### src/rtl/param_calculator.sv
// Multi-cycle register-transfer calculator: IDLE->LOAD_A->LOAD_B->EXEC->WRITE->OUT->DONE.
// Optional saturating arithmetic is enabled by defining CALC_SAT_EN.
module param_calculator #(
  parameter int WIDTH = 4,
  parameter int CSW   = 4
) (
  input  logic             clk,
  input  logic             rst,
  input  logic             go,
  input  logic [2:0]       op,
  input  logic [WIDTH-1:0] in1,
  input  logic [WIDTH-1:0] in2,
  output logic [WIDTH-1:0] out,
  output logic             done,
  output logic             busy,
  output logic             ovf,
  output logic [CSW-1:0]   cs
);

  localparam logic [2:0] S_IDLE   = 3'd0;
  localparam logic [2:0] S_LOAD_A = 3'd1;
  localparam logic [2:0] S_LOAD_B = 3'd2;
  localparam logic [2:0] S_EXEC   = 3'd3;
  localparam logic [2:0] S_WRITE  = 3'd4;
  localparam logic [2:0] S_OUT    = 3'd5;
  localparam logic [2:0] S_DONE   = 3'd6;

  localparam logic [2:0] OP_ADD = 3'd0;
  localparam logic [2:0] OP_SUB = 3'd1;
  localparam logic [2:0] OP_AND = 3'd2;
  localparam logic [2:0] OP_XOR = 3'd3;
  localparam logic [2:0] OP_OR  = 3'd4;
  localparam logic [2:0] OP_SHL = 3'd5;
  localparam logic [2:0] OP_SHR = 3'd6;
  localparam logic [2:0] OP_ACC = 3'd7;

  localparam logic [31:0] LP_WIDTH = WIDTH;

  logic [2:0]       r_state;
  logic [2:0]       r_state_nxt;
  logic [2:0]       r_op;
  logic [WIDTH-1:0] r_a;
  logic [WIDTH-1:0] r_b;
  logic [WIDTH-1:0] r_r1;
  logic [WIDTH-1:0] r_r2;
  logic [WIDTH-1:0] r_r3;
  logic [WIDTH-1:0] r_acc;
  logic [WIDTH-1:0] r_res;
  logic             r_res_ovf;
  logic             r_r3_ovf;
  logic [WIDTH-1:0] r_out;
  logic             r_ovf;

  logic [WIDTH:0]     w_add;
  logic [WIDTH:0]     w_acc_sum;
  logic [2*WIDTH-1:0] w_shl_full;
  logic [2*WIDTH-1:0] w_shr_full;
  logic [31:0]        w_amt;
  logic               w_big_shift;
  logic [WIDTH-1:0]   w_res;
  logic               w_ovf;

  assign w_add       = {1'b0, r_r1} + {1'b0, r_r2};
  assign w_acc_sum   = {1'b0, r_acc} + {1'b0, r_r1};
  assign w_shl_full  = {{WIDTH{1'b0}}, r_r1} << r_r2;
  assign w_shr_full  = {r_r1, {WIDTH{1'b0}}} >> r_r2;
  assign w_amt       = 32'(r_r2);
  assign w_big_shift = (w_amt >= LP_WIDTH);

  always_comb begin
    w_res = '0;
    w_ovf = 1'b0;
    case (r_op)
      OP_ADD: begin
        w_res = w_add[WIDTH-1:0];
        w_ovf = w_add[WIDTH];
      end
      OP_SUB: begin
        w_res = r_r1 - r_r2;
        w_ovf = (r_r1 < r_r2);
      end
      OP_AND: w_res = r_r1 & r_r2;
      OP_XOR: w_res = r_r1 ^ r_r2;
      OP_OR:  w_res = r_r1 | r_r2;
      OP_SHL: begin
        // A shift of WIDTH or more loses every bit of R1.
        w_res = w_big_shift ? '0 : w_shl_full[WIDTH-1:0];
        w_ovf = w_big_shift ? (|r_r1) : (|w_shl_full[2*WIDTH-1:WIDTH]);
      end
      OP_SHR: begin
        w_res = w_big_shift ? '0 : w_shr_full[2*WIDTH-1:WIDTH];
        w_ovf = w_big_shift ? (|r_r1) : (|w_shr_full[WIDTH-1:0]);
      end
      default: begin
        w_res = w_acc_sum[WIDTH-1:0];
        w_ovf = w_acc_sum[WIDTH];
      end
    endcase
`ifdef CALC_SAT_EN
    if (w_ovf) begin
      if (r_op == OP_ADD || r_op == OP_ACC || r_op == OP_SHL) w_res = '1;
      else if (r_op == OP_SUB) w_res = '0;
    end
`endif
  end

  always_comb begin
    r_state_nxt = S_IDLE;
    case (r_state)
      S_IDLE:   r_state_nxt = go ? S_LOAD_A : S_IDLE;
      S_LOAD_A: r_state_nxt = S_LOAD_B;
      S_LOAD_B: r_state_nxt = S_EXEC;
      S_EXEC:   r_state_nxt = S_WRITE;
      S_WRITE:  r_state_nxt = S_OUT;
      S_OUT:    r_state_nxt = S_DONE;
      default:  r_state_nxt = S_IDLE;
    endcase
  end

  always_ff @(posedge clk or posedge rst) begin
    if (rst) begin
      r_state   <= S_IDLE;
      r_op      <= '0;
      r_a       <= '0;
      r_b       <= '0;
      r_r1      <= '0;
      r_r2      <= '0;
      r_r3      <= '0;
      r_acc     <= '0;
      r_res     <= '0;
      r_res_ovf <= 1'b0;
      r_r3_ovf  <= 1'b0;
      r_out     <= '0;
      r_ovf     <= 1'b0;
    end else begin
      r_state <= r_state_nxt;
      case (r_state)
        S_IDLE: if (go) begin
          r_op <= op;
          r_a  <= in1;
          r_b  <= in2;
        end
        S_LOAD_A: r_r1 <= r_a;
        S_LOAD_B: r_r2 <= r_b;
        S_EXEC: begin
          r_res     <= w_res;
          r_res_ovf <= w_ovf;
        end
        // Every result is written to both R3 and the accumulator.
        S_WRITE: begin
          r_r3     <= r_res;
          r_acc    <= r_res;
          r_r3_ovf <= r_res_ovf;
        end
        S_OUT: begin
          r_out <= r_r3;
          r_ovf <= r_r3_ovf;
        end
        default: ;
      endcase
    end
  end

  assign out  = r_out;
  assign ovf  = r_ovf;
  assign done = (r_state == S_DONE);
  assign busy = (r_state != S_IDLE);
  assign cs   = CSW'(r_state);

endmodule
### config.mk
export PLATFORM = sky130hd
export DESIGN_NAME = param_calculator
export DESIGN_NICKNAME = d
export VERILOG_FILES = /design/src/rtl/param_calculator.sv
export SDC_FILE = /design/constraint.sdc
export NUM_CORES = 1
export LEC_CHECK = 0
export CORE_MARGIN = 2
export CORE_UTILIZATION = 57
export DETAILED_ROUTE_END_ITERATION = 12
export PLACE_DENSITY = 0.89
export SYNTH_ARGS = -nofsm -noshare
export SYNTH_HDL_FRONTEND = slang
export SYNTH_SLANG_ARGS = --single-unit
### constraint.sdc
create_clock -name clk -period 2.9 [get_ports clk]
set_input_delay 0.58 -clock clk [delete_from_list [all_inputs] [get_ports clk]]
set_output_delay 0.58 -clock clk [all_outputs]
set_load 0.02 [all_outputs]
# --- Word level (Yosys, flattened, before mapping) ---
# Index checks and enable logic that the tools add are counted.
totals:
  wordCells: 50
  out_inout_bits: 11
  in_bits: 14
  ff_bits: 37
classes:
  shifts: 2
  muxes: 8
  eq_ne: 12
  n_addsub: 3
  order_cmp: 2
  n_reduce_logical: 8
  bitwise: 3
op_table:
  columns: ["operator", "n"]
  rows:
  - ["$pmux 4 s7", 1]
  - ["$eq 3x3->1 const B", 6]
  - ["$pmux 3 s6", 1]
  - ["$eq 3x2->1 const B", 4]
  - ["$reduce_or 4->1", 3]
  - ["$add 4x4->5", 2]
  - ["$mux 4", 2]
  - ["$shl 4x4->8", 1]
  - ["$shr 8x4->8", 1]
  - ["$eq 3x1->1 const B", 2]
  - ["$logic_not 3->1", 2]
  - ["$pmux 1 s5", 1]
  - ["$and 4x4->4", 1]
  - ["$ge 4x3->1 const B", 1]
  - ["$lt 4x4->1", 1]
  - ["$or 4x4->4", 1]
  - ["$sub 4x4->4", 1]
  - ["$xor 4x4->4", 1]
  - ["$mux 1", 3]
  - ["$reduce_bool 3->1", 1]
  - ["$reduce_or 3->1", 1]
  - ["$reduce_and 2->1", 1]

# --- Depth between registers and ports, before layout ---
# Gate-level depths: netlist of run 1.
depth:
  ltp_word: 4
  ltp_mapped: 9
  mapped_depth_nobuf: 9

# --- Least setup slack after synthesis of run 1 ---
# Ideal clock, no wire load.
synth_path:
  path_type: "register to register"
  start: "register r_r1[1]"
  end: "register r_res[3]"
  setup_ns: 0.082
  t_required_ns: 2.818
  arrival_time_ns: 1.968
  synth_period_minus_slack_ns: 2.050
  path_stages_with_launch: 8
  slack_ns: 0.850
  cell_sequence: "dfrtp_1 > inv_1 > ha_1 > o21bai_1 > a211oi_1 > nor3_1 > or4b_1 > a31oi_1"
synth_between:
  elab_chain_cells: 3
  elab_cells_between_ends: 8
  cone_classes: "add/sub: 3; shift: 2; mux: 3"
synth_rtl:
  columns: ["item", "line_no", "rtl"]
  rows:
  - ["start: declaration", "44", "logic [WIDTH-1:0] r_r1;"]
  - ["start signal: assignment", "143", "S_LOAD_A: r_r1 <= r_a;"]
  - ["$shr 8x4->8 / $shl 4x4->8 (equally long branches)", "66, 65", null]
  - ["$mux 4, on equally long branches", "91, 87", null]
  - ["$pmux 4 s7 *", "73", "case (r_op)"]
  - ["end signal: assignment", "146", "r_res <= w_res;"]
  - ["end: declaration", "48", "logic [WIDTH-1:0] r_res;"]
# Every way passes the cells marked *; elsewhere a longest branch is shown, timed or not.
# A chain may end at the register's enable or synchronous reset.

# --- Final worst setup path of run 1 ---
# Ends and elaborated chain as after synthesis.

==> flow_metrics.py, run 1 <==
metrics = {
    "route": {
        "wl_um": 4942,
        "drt_iter0_drc": 124,
        "ant_nets": 0,
        "viasPerCell": 6.032,
        "drc": 0,
        "drt_pass1_iterations": 4,
        "wl_per_cell_um": 15.89,
        "vias": 1876,
    },
    "placed_design": {
        "dpl.hpwl_um": 3524,
        "port_buffers": 23,
        "place.gp.congestion": 0.9406,
    },
    "final_layout": {
        "layout.nets": 295,
        "drive_gt1_share_pct": 13.03,
        "antenna_cells": 0,
        "fill_cells": 287,
        "area_growth_pct": 15.13,
    },
    "floorplan": {
        "initial_core_util_pct": 59.14,
        "io_pins": 25,
        "row_count": 23,
        "die_h_um": 68.19,
        "die_w_um": 68.19,
        "die_area_mm2": 0.004650,
        "core_mm2": 0.003971,
    },
    "sta": {
        "period_minus_slack_ps": 2367,
        "slew_headroom_pct": 43.01,
        "holdWs_ps": 485.8,
        "max_freq_mhz": 422.4,
        "worstMarginPinSlew_ps": 848.3,
        "finalClockSkew_ps": 10.98,
        "fin_crit_sh_pct": 81.63,
        "rsz0062_at_grt": "false",
        "drv_slew": 0,
        "hold_viol": 0,
        "setup_tns_ps": 0,
        "finalSetupViolCount": 0,
    },
    "worst_setup_path": {
        "crit_type": "reg2reg",
        "cp_max_fo": 10,
        "cp_data_arrival_time_ps": 2590,
        "crit_path_end_kind": "register",
        "worstPathRequired_ps": 3130,
        "setup.worst_path.start_class": "register",
    },
    "cts": {
        "htreeDepth": 2,
        "cts_hold_buf": 0,
        "cts.sinks": 37,
        "cts_buffer_depth": 2,
        "insertion_delay_ps": 300,
        "post_cts_buffers": 0,
        "numCtsBuffers": 5,
        "path_clk_slew_ps": 90,
        "ctsResizeCount": 0,
        "cts_tree": "yes",
        "cts_root_buf": "clkbuf_8",
    },
    "flow_run": {
        "drv_cap": 0,
    },
    "power": {
        "peakVddDrop_v": 0.0007796,
        "pwr_density_cell_mw_per_mm2": 1153,
        "share_comb_of_total_power_pct": 50.3,
        "clkPwrFrac_pct": 14.6,
        "total_power_w": 0.003118,
        "seq_power_share_pct": 35.1,
        "power.internal_w": 0.001744,
        "p_leak_nw": 1.179,
        "switching_power_w": 0.001374,
        "swShare_pct": 44.06,
    },
    "synthesis": {
        "synth_area_mm2": 0.002349,
        "syn_nets": 275,
        "synth_seq_cells": 37,
        "synthArstFlopShare_pct": 100.0,
        "synth-edff-count": 0,
        "synth_top_area_share_pct": 39.42,
        "yosysWarnings": 0,
        "synth_area_leaders": "dfrtp_1 (39%), ha_1 (9.6%), mux2_2 (9.1%), o21ai_0 (4.7%), nand2_1 (2.9%)",
        "ys_seq_area_share_pct": 39.42,
        "synthCells": 240,
        "synth_top_flop_cell": "dfrtp_1",
        "synthDistinctLibCells": 46,
        "synthTopCellsByCount": "dfrtp_1 (37), o21ai_0 (22), mux2_2 (19), ha_1 (18), nand2_1 (18)",
        "yosysTopAreaCell": "dfrtp_1",
        "post-synth-top-count-cell": "dfrtp_1",
        "avgSynthCellArea_um2": 9.785,
    },
    "min_path": {
        "hold_class": "reg2reg",
    },
    "global_routing": {
        "grt_max_degree": 38,
        "track_usage_pct": 23.27,
        "grt-ovfl-total": 0,
        "grt_pass1_vias": 1764,
        "antenna_found_initial": 0,
        "grt_pass1_wl_um": 8100,
    },
    "outcome": {
        "outcome": "complete, no violations",
    },
}
[kinds of logic (layout without fill, tap and decap cells)]
kind of cell    Yosys count  after routing  synth area share (%)
xor+xnor                  3              3                 1.119
buf+inv                  29             50                 5.487
compound gates           67             67                 18.11
simple gates             61             61                 13.59
flops                    37             37                 39.42
other cells               1              1                0.1597
fa+ha+maj                21             21                 12.15
mux                      21             21                 9.963
[worst max-delay path, stage by stage (launching register included)]
cell and delay [ps]:
dfrtp_1 610, inv_1 180, ha_1 360, o21bai_1 80, a211oi_1 330, nor3_1 80, or4b_1 480, a31oi_1 170
[layout make-up]
cell class	count	area (um^2)	area share, %
clock buffers	5	68.82	2.545
flip-flops and latches	37	925.9	34.24
repair buffers	25	245.2	9.070
inverters	17	63.81	2.360
multi-input cells	174	1294	47.85
clock inverters	3	43.79	1.620
well taps	50	62.56	2.314
[layout by cell type, fill, tap and decap left out, types with 2 or more instances in the layout]
master | netlist | layout
a211oi_1 | 5 | 5
mux2_2 | 19 | 19
o21bai_1 | 2 | 2
clkdlybuf4s50_1 | 0 | 23
nor2_1 | 10 | 10
nand3b_1 | 2 | 2
nand3_1 | 3 | 3
nand2_1 | 18 | 18
dfrtp_1 | 37 | 37
a31oi_1 | 4 | 4
a22o_1 | 3 | 3
o21ai_0 | 22 | 22
fa_1 | 3 | 3
buf_4 | 3 | 2
nor2b_1 | 2 | 2
inv_1 | 16 | 16
o211ai_1 | 2 | 2
ha_1 | 18 | 18
nor3_1 | 8 | 8
o221ai_1 | 3 | 3
nor4_1 | 3 | 3
o31ai_1 | 5 | 5
a21o_1 | 3 | 3
a21oi_1 | 13 | 13
xnor2_1 | 2 | 2
clkbuf_8 | 0 | 5
mux2i_1 | 2 | 2
nand2b_1 | 5 | 5
[metal layers]
layer	track usage (%)	vias up	wire length, um
met5	0	-	0
met4	7.000	0	90
met3	5.263	8	246
met2	38.59	54	2441
met1	30.32	914	2163
li1	-	900	-
[state kept, by name, summed over array words and instances, names as in the netlist]
name	count
r_r1	4
r_op	3
r_res	4
r_acc	4
r_b	4
out	4
r_r2	4
r_r3_ovf	1
r_res_ovf	1
r_state	3
ovf	1
r_a	4
[metrics by stage]
step                      std cells  utilization [%]  area [um^2]  setup slack [ps]
after floorplan                 240                -         2349             850.3
after global placement          303            65.25         2591             590.6
after detailed placement        303            65.25         2591             543.3
after CTS                       311            68.08         2704             522.9
after global routing            311            68.08         2704             365.8
final                           311            68.08         2704             532.7
[final timing paths]
path	startpoint	to	slack (ps)	cells past startpoint
max in group asynchronous	rst	r_res[1]	1900	3
min in group asynchronous	rst	r_state[2]	680	3
setup / recovery	r_r1[1]	r_res[3]	530	7
hold reg to reg	r_res[2]	r_res[2]	490	2
hold / removal	r_res[2]	r_res[2]	490	2
setup reg to reg	r_r1[1]	r_res[3]	530	7
[power by group through the flow]
stage                     sequential [W]  combinational [W]  clock, W
after global placement           0.00108            0.00149         0
final                            0.00110            0.00157  0.000456
after global routing             0.00114            0.00175  0.000476
after CTS                        0.00109            0.00156  0.000458
after detailed placement         0.00110            0.00154         0
after floorplan                 0.000995            0.00122         0
No activity file was read; power rests on OpenSTA's default activity.
==> run 2: changes to the inputs <==
==> constraint.sdc (replaced) <==
create_clock -name clk -period 2.4 [get_ports clk]
set_input_delay 0.48 -clock clk [delete_from_list [all_inputs] [get_ports clk]]
set_output_delay 0.48 -clock clk [all_outputs]
set_load 0.02 [all_outputs]
==> run 2 against run 1 <==
Setup slack lost 380 ps; clock skew shrank 6.1 ps; sequential power grew 13%; non-clock buffer count grew 6; design area grew 0.83%; register-to-register slack lost 380 ps; routed wire length grew 0.89%; final cell count grew 1.6%; combinational power grew 29%; via count shrank 0.37%; largest power group unchanged; critical path depth shrank 5.
==> flow_metrics.py, run 2 (synthesis results as in run 1) <==
metrics = {
    "outcome": {
        "outcome": "complete, no violations",
    },
    "route": {
        "viasPerCell": 5.915,
        "drc": 0,
        "wl_um": 4986,
        "drt_iter0_drc": 77,
        "wl_per_cell_um": 15.78,
        "vias": 1869,
        "ant_nets": 0,
        "drt_pass1_iterations": 4,
    },
    "worst_setup_path": {
        "r2r_cells": 7,
        "crit_path_end_kind": "primary output",
        "setup.worst_path.start_class": "register",
        "cp_max_fo": 10,
        "critical-path-max-stage-delay_ps": 560,
        "crit_start": "r_state[1]",
        "worstPathRequired_ps": 1920,
        "r2r-end": "r_res[3]",
        "cp_data_arrival_time_ps": 1770,
        "critical_path.endpoint": "busy",
        "crit_chain": "or3_1, clkdlybuf4s50_1",
        "crit_type": "reg2out",
        "slowest_stage": "clkdlybuf4s50_1",
        "reg2reg_slack_ps": 150,
        "r2r-start": "r_r1[1]",
    },
    "cts": {
        "ctsResizeCount": 0,
        "numCtsBuffers": 5,
        "path_clk_slew_ps": 70,
        "cts.sinks": 37,
        "cts_hold_buf": 0,
        "insertion_delay_ps": 290,
        "cts_root_buf": "clkbuf_8",
        "post_cts_buffers": 0,
        "htreeDepth": 2,
        "cts_tree": "yes",
        "cts_buffer_depth": 2,
    },
    "sta": {
        "setup_tns_ps": 0,
        "worstMarginPinSlew_ps": 698.2,
        "max_freq_mhz": 444.8,
        "fin_crit_sh_pct": 93.68,
        "slew_headroom_pct": 53.46,
        "drv_slew": 0,
        "period_minus_slack_ps": 2248,
        "hold_viol": 0,
        "finalClockSkew_ps": 4.856,
        "finalSetupViolCount": 0,
        "rsz0062_at_grt": "false",
    },
    "placed_design": {
        "port_buffers": 23,
        "dpl_cell_area_mm2": 0.002636,
        "place.gp.congestion": 0.9229,
        "dpl.hpwl_um": 3648,
    },
    "power": {
        "seq_power_share_pct": 33.3,
        "power.internal_w": 0.002074,
        "clkPwrFrac_pct": 12.0,
        "switching_power_w": 0.001640,
        "share_comb_of_total_power_pct": 54.7,
        "p_leak_nw": 1.194,
        "swShare_pct": 44.17,
        "pwr_density_cell_mw_per_mm2": 1362,
        "peakVddDrop_v": 0.0008223,
    },
    "floorplan": {
        "io_pins": 25,
        "die_w_um": 68.19,
        "die_h_um": 68.19,
        "core_mm2": 0.003971,
        "die_area_mm2": 0.004650,
        "row_count": 23,
        "initial_core_util_pct": 59.14,
    },
    "global_routing": {
        "grt_max_degree": 38,
        "antenna_found_initial": 0,
        "grt_pass1_vias": 1686,
        "track_usage_pct": 23.83,
        "grt-ovfl-total": 0,
        "grt_pass1_wl_um": 8114,
    },
    "final_layout": {
        "layout_common_cells": "dfrtp_1 (37), clkdlybuf4s50_1 (23), o21ai_0 (22)",
        "fin_area_mm2": 0.002726,
        "drive_gt1_share_pct": 14.66,
        "area_growth_pct": 16.09,
        "layout.nets": 301,
        "final_common_cell": "dfrtp_1",
        "antenna_cells": 0,
    },
    "flow_run": {
        "drv_cap": 0,
    },
    "min_path": {
        "hold_class": "reg2reg",
    },
}
==> run 2: changes by cell type in the layout (fill, tap and decap cells not counted), sizes merged <==
cell,previous run,this run
buf,2,8
bufinv,1,0
clkbuf,5,6
clkinv,1,0
clkinvlp,0,1
inv,18,17
==> run 2: final cells by class <==
type / count / area (um^2)
Multi-Input combinational cell: 174 / 1294
Clock buffer: 6 / 82.58
Inverter: 17 / 63.81
Tap cell: 50 / 62.56
Fill cell: 318 / 1245
Timing Repair Buffer: 31 / 290.3
Clock inverter: 1 / 7.507
Sequential cell: 37 / 925.9
==> run 2: worst min path at each step <==
stage | depth (start not counted) | endpoint | start | slack, ps
floorplan | 2 | r_res[0] | r_res[0] | 440
global placement | 2 | r_r2[3] | r_b[3] | 460
detailed placement | 2 | r_r2[0] | r_b[0] | 470
CTS | 2 | r_r2[0] | r_b[0] | 490
global route | 2 | r_res[2] | r_res[2] | 510
finish | 2 | r_r2[1] | r_b[1] | 480
==> run 2: per-layer routing <==
layer  wire (um)  global-route usage (%)
met1        2174                   31.47
met2        2482                   38.83
met3         234                   4.276
met4          95                   9.250
met5           0                       0
==> run 2: critical path: cells and delay by family (launching register included) <==
kind	cells	cell delay, ps
and+or+nand+nor	1	450
DFF	1	460
buffers and inverters	1	560
==> run 2: power by group through the flow <==
stage	Combinational (W)	Clock, W	Sequential, W
6_report	0.00203	0.000446	0.00124
5_1_grt	0.00226	0.000484	0.00128
2_1_floorplan	0.00148	0	0.00120
4_1_cts	0.00203	0.000455	0.00123
3_5_place_dp	0.00201	0	0.00124
3_3_place_gp	0.00195	0	0.00123
==> run 2: stage by stage <==
step / instances / hold slack, ps / setup slack [ps] / util, % / total power, W
detailed placement: 309 / 469.0 / 174.3 / 66.38 / 0.003250
CTS: 316 / 485.5 / 158.8 / 68.65 / 0.003715
global placement: 309 / 457.7 / 237.8 / 66.38 / 0.003174
global route: 316 / 508.1 / 10.10 / 68.65 / 0.004028
finish: 316 / 481.1 / 151.6 / 68.65 / 0.003714
floorplan: 240 / 442.9 / 350.3 / - / 0.002679
==> run 3: changes to the inputs <==
--- a/config.mk
+++ b/config.mk
@@ -5,6 +5,7 @@
 export SDC_FILE = /design/constraint.sdc
 export NUM_CORES = 1
 export LEC_CHECK = 0
+export ABC_AREA = 0
 export CORE_MARGIN = 2
 export CORE_UTILIZATION = 57
 export DETAILED_ROUTE_END_ITERATION = 12
==> results of run 3 <==
Final layout, timing and power as in run 2 (identical DEF).
